`src/rtl/barrel_unrotator.sv`:
```
// Elastic right-rotator that undoes the pipelined left barrel shifter; log2(W) rotate steps spread over NUM_STAGES registers.
// Latency NUM_STAGES cycles at 1 word/cycle; a stalled output backs up stage by stage, and in_ready drops only when every stage is full.
module barrel_unrotator #(
    parameter int DATA_WIDTH = 32,
    parameter int NUM_STAGES = 1,
    localparam int SA_WIDTH = $clog2(DATA_WIDTH)
) (
    input  logic                  clk,
    input  logic                  reset,
    input  logic                  in_valid,
    output logic                  in_ready,
    input  logic [DATA_WIDTH-1:0] in_data,
    input  logic [SA_WIDTH-1:0]   in_shift,
    output logic                  out_valid,
    input  logic                  out_ready,
    output logic [DATA_WIDTH-1:0] out_data,
    output logic [SA_WIDTH-1:0]   out_shift,
    output logic                  busy
);

    localparam int NS         = (NUM_STAGES < 1) ? 1 : NUM_STAGES;
    localparam int STEPS_BASE = SA_WIDTH / NS;
    localparam int STEPS_REM  = SA_WIDTH % NS;

    logic [NS-1:0]         r_vld;
    logic [DATA_WIDTH-1:0] r_dat [NS];
    logic [SA_WIDTH-1:0]   r_sft [NS];

    logic [NS-1:0]         w_adv;
    logic [NS-1:0]         w_up_vld;
    logic [DATA_WIDTH-1:0] w_up_dat [NS];
    logic [SA_WIDTH-1:0]   w_up_sft [NS];
    logic [DATA_WIDTH-1:0] w_rot [NS];

    // Applies the rotate-by-2^k steps numbered lo..hi-1 that are enabled in s.
    function automatic logic [DATA_WIDTH-1:0] f_ror_steps(
        input logic [DATA_WIDTH-1:0] d,
        input logic [SA_WIDTH-1:0]   s,
        input int                    lo,
        input int                    hi
    );
        logic [DATA_WIDTH-1:0] t;
        t = d;
        for (int k = 0; k < SA_WIDTH; k++) begin
            if (k >= lo && k < hi && s[k]) begin
                t = (t >> (2 ** k)) | (t << (DATA_WIDTH - (2 ** k)));
            end
        end
        return t;
    endfunction

    // Stage p may advance unless it and everything downstream is full and the sink stalls.
    always_comb begin
        w_adv = '0;
        for (int p = 0; p < NS; p++) begin
            w_adv[p] = out_ready || !(&(r_vld | NS'((1 << p) - 1)));
        end
    end

    for (genvar p = 0; p < NS; p++) begin : g_stage
        localparam int LO = p * STEPS_BASE + ((p < STEPS_REM) ? p : STEPS_REM);
        localparam int HI = LO + STEPS_BASE + ((p < STEPS_REM) ? 1 : 0);

        if (p == 0) begin : g_head
            assign w_up_vld[p] = in_valid;
            assign w_up_dat[p] = in_data;
            assign w_up_sft[p] = in_shift;
        end else begin : g_body
            assign w_up_vld[p] = r_vld[p-1];
            assign w_up_dat[p] = r_dat[p-1];
            assign w_up_sft[p] = r_sft[p-1];
        end

        assign w_rot[p] = f_ror_steps(w_up_dat[p], w_up_sft[p], LO, HI);
    end

    always_ff @(posedge clk) begin
        if (reset) begin
            r_vld <= '0;
            for (int p = 0; p < NS; p++) begin
                r_dat[p] <= '0;
                r_sft[p] <= '0;
            end
        end else begin
            for (int p = 0; p < NS; p++) begin
                if (w_adv[p]) begin
                    r_vld[p] <= w_up_vld[p];
                    if (w_up_vld[p]) begin
                        r_dat[p] <= w_rot[p];
                        r_sft[p] <= w_up_sft[p];
                    end
                end
            end
        end
    end

    assign in_ready  = w_adv[0];
    assign out_valid = r_vld[NS-1];
    assign out_data  = r_dat[NS-1];
    assign out_shift = r_sft[NS-1];
    assign busy      = |r_vld;

endmodule

```
`config.mk`:
```
export PLATFORM = sky130hd
export DESIGN_NAME = barrel_unrotator
export DESIGN_NICKNAME = d
export VERILOG_FILES = /design/src/rtl/barrel_unrotator.sv
export SDC_FILE = /design/constraint.sdc
export NUM_CORES = 1
export LEC_CHECK = 0
export ABC_AREA = 0
export CAP_MARGIN = 20
export CELL_PAD_IN_SITES_DETAIL_PLACEMENT = 0
export CELL_PAD_IN_SITES_GLOBAL_PLACEMENT = 1
export CORE_MARGIN = 10
export CORE_UTILIZATION = 40
export DETAILED_ROUTE_END_ITERATION = 6
export HOLD_SLACK_MARGIN = 0.15
export PLACE_DENSITY = 0.95
export SYNTH_ARGS = -nofsm -noshare
export SYNTH_HDL_FRONTEND = slang
export SYNTH_SLANG_ARGS = --single-unit
```
`constraint.sdc`:
```
create_clock -name clk -period 3.3 [get_ports clk]
set_input_delay 0.495 -clock clk [delete_from_list [all_inputs] [get_ports clk]]
set_output_delay 0.495 -clock clk [all_outputs]
set_load 0.02 [all_outputs]
```
==> results of run 1 <==
## power by group
part / internal [mW] / switching [mW]
Clock: 0.225 / 0.167
Sequential: 0.584 / 0.0119
Combinational: 0.236 / 0.305
Total: 1.05 / 0.483
## registers in the layout, summed over array words and instances, names as in the netlist
| register | cells |
|---|---|
| busy | 1 |
| r_dat | 32 |
| r_sft | 5 |
## cells in the final DEF (no fill, tap or decap), types with 9 or more instances in the layout
master           synthesis  routed
a22oi_1                 38      38
buf_4                    1      10
clkdlybuf4s50_1          0      80
edfxtp_1                37      37
mux2_2                  20      20
mux2i_1                  9       9
nand2_1                 31      31
nor2_1                  25      25
o22a_1                   9       9
o22ai_1                 47      47
## tightest hold or removal path: stages, from the launching register on
cell,delay (ns)
dfxtp_1,0.32
nand2b_1,0.17
a21oi_1,0.09
## layout make-up
cell class / instances / area share [%]
Clock buffer: 5 / 1.71
Clock inverter: 3 / 1.12
Inverter: 2 / 0.186
Multi-Input combinational cell: 243 / 43.6
Sequential cell: 38 / 28.1
Tap cell: 99 / 3.08
Timing Repair Buffer: 91 / 22.2
## per-layer routing
layer	track usage (%)	wire length [microns]
met5	0	0
met4	5.06	183
met3	5.27	1050
met2	25.6	4460
met1	20.7	4120
## worst paths after layout
check	from	cells past startpoint	slack, ns	end
setup reg to reg	busy$_SDFFE_PP0P_	5	1.34	r_dat[0][9]$_SDFFCE_PN0P_
setup / recovery	in_shift[3]	6	0.67	r_dat[0][15]$_SDFFCE_PN0P_
hold reg to reg	busy$_SDFFE_PP0P_	2	0.63	busy$_SDFFE_PP0P_
hold / removal	busy$_SDFFE_PP0P_	2	0.63	busy$_SDFFE_PP0P_
## Yosys cell counts, types with 6 or more instances
master     n  area share, %
mux2_2    20            7.3
a22oi_1   38            9.3
clkbuf_1  12            1.5
buf_2     10            1.6
nor2_1    25            3.1
o211ai_1   6            1.5
o22a_1     9            2.6
a211o_1    6            1.7
nand2_1   31            3.8
edfxtp_1  37             36
o22ai_1   47            9.6
mux2i_1    9            2.9
## stage by stage
| stage | setup WS, ns | hold slack (ns) | cells |
|---|---|---|---|
| 5_1_grt | 0.539 | 0.659 | 481 |
| 4_1_cts | 0.760 | 0.624 | 481 |
| 6_report | 0.667 | 0.629 | 481 |
| 2_1_floorplan | 1.25 | 0.564 | 314 |
| 3_5_place_dp | 0.464 | 0.615 | 473 |
| 3_3_place_gp | 0.445 | 0.597 | 473 |
## cells by family after synthesis
| kind of cell | Yosys count | share of synthesized area [%] |
|---|---|---|
| DFF | 38 | 36.8 |
| muxes | 32 | 11.7 |
| and+or+nand+nor | 83 | 12.7 |
| AOI/OAI and AO/OA | 128 | 32.4 |
| buffers and inverters | 33 | 6.35 |
==> flow_summary_export.csv, run 1 <==
group,metric,value,unit
cts,cts_hold_buf,0,
timing,period_share,79.8,%
cells_and_area,syn_to_final_growth,31.1,%
cells_and_area,antenna_cells,0,
die,boundaryPins,81,
global_routing,grt_overflow,0,
cells_and_area,fin_nets,422,
routing,dr.pass1.iters,5,
setup_path,critPathLaunchType,"input port",
logic_synthesis,syn_inst,314,
die,dieArea,11600,sq um
die,num_rows,31,
die,die_w,108,microns
logic_synthesis,synth-async-reset-ratio,0,%
timing,setup_viol,0,
timing,clock_skew,0.00282,ns
cells_and_area,fillers,664,
cts,clkSlewWorstSetupHoldPaths,0.07,ns
setup_path,worst_setup_path_end_kind,"flop",
power_and_ir_drop,leakagePower,1.50,nW
setup_path,crit_family,"compound AO/OA/AOI/OAI gates",
global_routing,antenna_found_initial,0,
cells_and_area,final_core_util,54.7,%
place,portBuffers,80,
place,place_area,3910,sq um
setup_path,crit_required,3.42,ns
routing,vias,2988,
timing,slew_headroom,42.6,%
setup_path,worst-setup-path-type,"input port to flop",
logic_synthesis,synth_ff_type,"edfxtp_1",
flow_run,drv_cap,0,
timing,slew_violations,0,
setup_path,cp.arrival,2.76,ns
cells_and_area,fin_area,4030,sq um
cts,cts_setup_buffers,0,
logic_synthesis,ys_ff_latch,38,
logic_synthesis,synth_fp_nets,355,
logic_synthesis,synthDistinctLibCells,48,
setup_path,crit_path_top_delay_cell,"a221oi_1",
timing,worstMarginPinSlew,0.861,ns
place,hpwl,7470,microns
power_and_ir_drop,p_total,1.53,mW
cts,htreeDepth,2,
hold_path,worstHoldPathType,"flop to flop",
power_and_ir_drop,p_per_area,379,nW/um^2
cts,cts_root_buffer,"clkbuf_8",
status,status,"finished, final reports clean",
cts,cts_max_path_buffers,2,
logic_synthesis,yosys_warnings,0,
global_routing,track_usage,16.3,%
cells_and_area,multi_input_area,1760,sq um
cts,clk_latency,0.29,ns
routing,drt_iter0_drc,464,
power_and_ir_drop,ir_worst_vdd,0.172,mV
setup_path,crit_fanout,20,
logic_synthesis,synth.avg_cell_area,9.78,sq um
global_routing,grt_max_degree,38,
setup_path,critPathBufInv,1,
routing,postRouteAntennaNets,0,
die,start_util,41.7,%
place,gp_congestion,0.940,
timing,hold_violations,0,
die,die_h,108,microns
timing,period_needed,2.63,ns
logic_synthesis,yosysSeqAreaShare,36.8,%
routing,drc,0,
global_routing,grt_pass1_wl,15300,microns
setup_path,cpPeakStageDelay,0.62,ns
die,core_area,7370,sq um
cts,cts.sinks,38,
global_routing,grt_pass1_vias,2796,
timing,grt_setup_unrepaired,"no",
logic_synthesis,synth-edff-count,37,
cells_and_area,drive_above_1_share,14.9,%
logic_synthesis,netlist_area,3070,sq um
cts,ctsResizeCount,0,
cts,cts_buffers,5,
timing,max_freq,0.380,GHz
timing,fin_setup_tns,0,ns
routing,routed_wirelength,9820,microns
routing,via_per_inst,6.21,
cells_and_area,regArea,1130,sq um
cts,cts_tree,"yes",
setup_path,cp_cell_sequence,"clkdlybuf4s50_1 -> nand2_1 -> o22ai_1 -> a221oi_1 -> a22oi_1 -> o211ai_1",
routing,post_drt_wl_per_cell,20.4,microns
No activity file was read; power rests on OpenSTA's default activity.
==> run 2: changes to the inputs <==
- CORE_UTILIZATION: 40 -> 37
- PLACE_DENSITY: 0.95 -> 0.92
- clock period: 3.3 -> 2.47 ns (I/O delays scaled with it)
==> flow_summary_export.csv, run 2 (synthesis results as in run 1) <==
group,metric,value,unit
status,status,"finished, final reports clean",
place,portBuffers,80,
global_routing,grt_pass1_vias,2927,
timing,hold_violations,0,
cells_and_area,fin_nets,450,
die,die_w,111,microns
timing,slew_headroom,60.4,%
setup_path,crit_path_top_delay_cell,"clkdlybuf4s50_1",
die,start_util,37.8,%
power_and_ir_drop,p_total,1.97,mW
setup_path,cp_cell_sequence,"clkdlybuf4s50_1 -> buf_12 -> mux2i_1 -> o2bb2ai_1 -> a211o_1 -> o22ai_2 -> a211o_1",
cts,clk_latency,0.29,ns
cts,cts_root_buffer,"clkbuf_8",
die,core_area,8130,sq um
flow_run,drv_cap,0,
routing,postRouteAntennaNets,0,
timing,setup_viol,0,
cts,htreeDepth,2,
timing,max_freq,0.443,GHz
cells_and_area,syn_to_final_growth,38.6,%
setup_path,cpPeakStageDelay,0.50,ns
cts,ctsResizeCount,0,
cells_and_area,most-common-layout-cells,"clkdlybuf4s50_1 (80), o22ai_1 (47), a22oi_1 (38)",
timing,grt_setup_unrepaired,"no",
routing,via_per_inst,6.01,
cts,cts_max_path_buffers,2,
setup_path,worst-setup-path-type,"input port to flop",
timing,period_needed,2.26,ns
setup_path,crit_required,2.51,ns
setup_path,worst_setup_path_end_kind,"flop",
setup_path,critPathBufInv,2,
power_and_ir_drop,leakagePower,1.64,nW
global_routing,antenna_found_initial,0,
setup_path,worstReg2RegEnd,"r_dat[0][13]$_SDFFCE_PN0P_",
setup_path,crit_fanout,33,
global_routing,track_usage,15.4,%
power_and_ir_drop,p_seq_share,40.4,%
routing,dr.pass1.iters,5,
power_and_ir_drop,p_per_area,463,nW/um^2
setup_path,path_depth,7,
power_and_ir_drop,internal_power,1.34,mW
setup_path,endpoint,"r_dat[0][13]$_SDFFCE_PN0P_",
power_and_ir_drop,p_switching,0.634,mW
routing,post_drt_wl_per_cell,19.6,microns
cts,cts.sinks,38,
cells_and_area,regMostFlops,"r_dat",
cells_and_area,fillers,764,
setup_path,cp.arrival,2.29,ns
power_and_ir_drop,comb_power_share,39.4,%
cells_and_area,drive_above_1_share,20.0,%
timing,clock_skew,0.00777,ns
place,gp_congestion,0.928,
routing,routed_wirelength,10100,microns
cts,cts_setup_buffers,0,
setup_path,timing.rr.start,"busy$_SDFFE_PP0P_",
timing,holdWs,0.647,ns
setup_path,ff2ff_path_depth,5,
setup_path,cp_common_cell,"a211o_1",
place,hpwl,8030,microns
timing,period_share,91.3,%
die,die_h,111,microns
die,dieArea,12300,sq um
die,num_rows,33,
setup_path,critPathLaunchType,"input port",
routing,drc,0,
hold_path,worstHoldPathType,"flop to flop",
setup_path,rrSetupSlack,0.68,ns
global_routing,grt_pass1_wl,16000,microns
cells_and_area,largest_register_ffs,32,
power_and_ir_drop,ir_worst_vdd,0.197,mV
cts,clkSlewWorstSetupHoldPaths,0.07,ns
power_and_ir_drop,pwr-share-clk,20.1,%
cells_and_area,final_core_util,52.3,%
timing,worstMarginPinSlew,0.594,ns
global_routing,grt_max_degree,38,
cts,cts_hold_buf,0,
global_routing,grt_overflow,0,
cts,cts_tree,"yes",
power_and_ir_drop,swShare,32.2,%
cells_and_area,antenna_cells,0,
routing,vias,3091,
cts,cts_buffers,5,
setup_path,crit_family,"compound AO/OA/AOI/OAI gates",
setup_path,worstSetupStartpoint,"in_shift[1]",
die,boundaryPins,81,
cells_and_area,layout_commonest_cell,"clkdlybuf4s50_1",
routing,drt_iter0_drc,280,
timing,slew_violations,0,
run 2: cell types whose count changed in the layout (fill, tap and decap cells not counted), sizes merged:
| cell | before | now |
|---|---|---|
| buf | 11 | 39 |
| bufinv | 1 | 0 |
| clkbuf | 5 | 7 |
| clkinvlp | 2 | 0 |
run 2: per-layer routing:
metal	track usage (%)	routed length [microns]
met1	19.3	4200
met2	25.7	4710
met3	4.11	1020
met4	3.86	152
met5	0	0
run 2: tightest hold or removal path: stages, from the launching register on:
cell      delay, ns
dfxtp_1        0.32
nand2b_1       0.17
a21oi_1        0.10
run 2: worst min-delay path by stage:
stage                                 start                 to  slack [ns]  cells past startpoint
after detailed placement  busy$_SDFFE_PP0P_  busy$_SDFFE_PP0P_        0.62                      2
final                     busy$_SDFFE_PP0P_  busy$_SDFFE_PP0P_        0.65                      2
after global placement    busy$_SDFFE_PP0P_  busy$_SDFFE_PP0P_        0.61                      2
after global routing      busy$_SDFFE_PP0P_  busy$_SDFFE_PP0P_        0.75                      2
after floorplan                       reset  busy$_SDFFE_PP0P_        0.44                      1
after CTS                 busy$_SDFFE_PP0P_  busy$_SDFFE_PP0P_        0.65                      2
run 2: power groups by stage:
stage | sequential (mW) | combinational, mW | clock (mW)
after CTS | 0.798 | 0.773 | 0.395
after detailed placement | 0.812 | 0.770 | 0
final | 0.797 | 0.777 | 0.397
after global placement | 0.810 | 0.762 | 0
after global routing | 0.802 | 0.828 | 0.433
after floorplan | 0.896 | 0.342 | 0
run 2: final cells by class:
class	instances	area [sq um]	area share [%]
timing repair buffer	119	1160	27.2
inverter	2	7.51	0.176
clock buffer	7	76.3	1.79
tap	105	131	3.09
multi-input combinational	243	1760	41.2
sequential	38	1130	26.6
run 2: metrics by stage:
stage	setup WS, ns	setup TNS (ns)	area (sq um)	std cells
floorplan	0.545	0	3070	314
global placement	-0.0592	-0.134	4180	507
detailed placement	-0.0736	-0.181	4180	507
CTS	0.216	0	4260	514
global route	0.133	0	4260	514
finish	0.214	0	4260	514
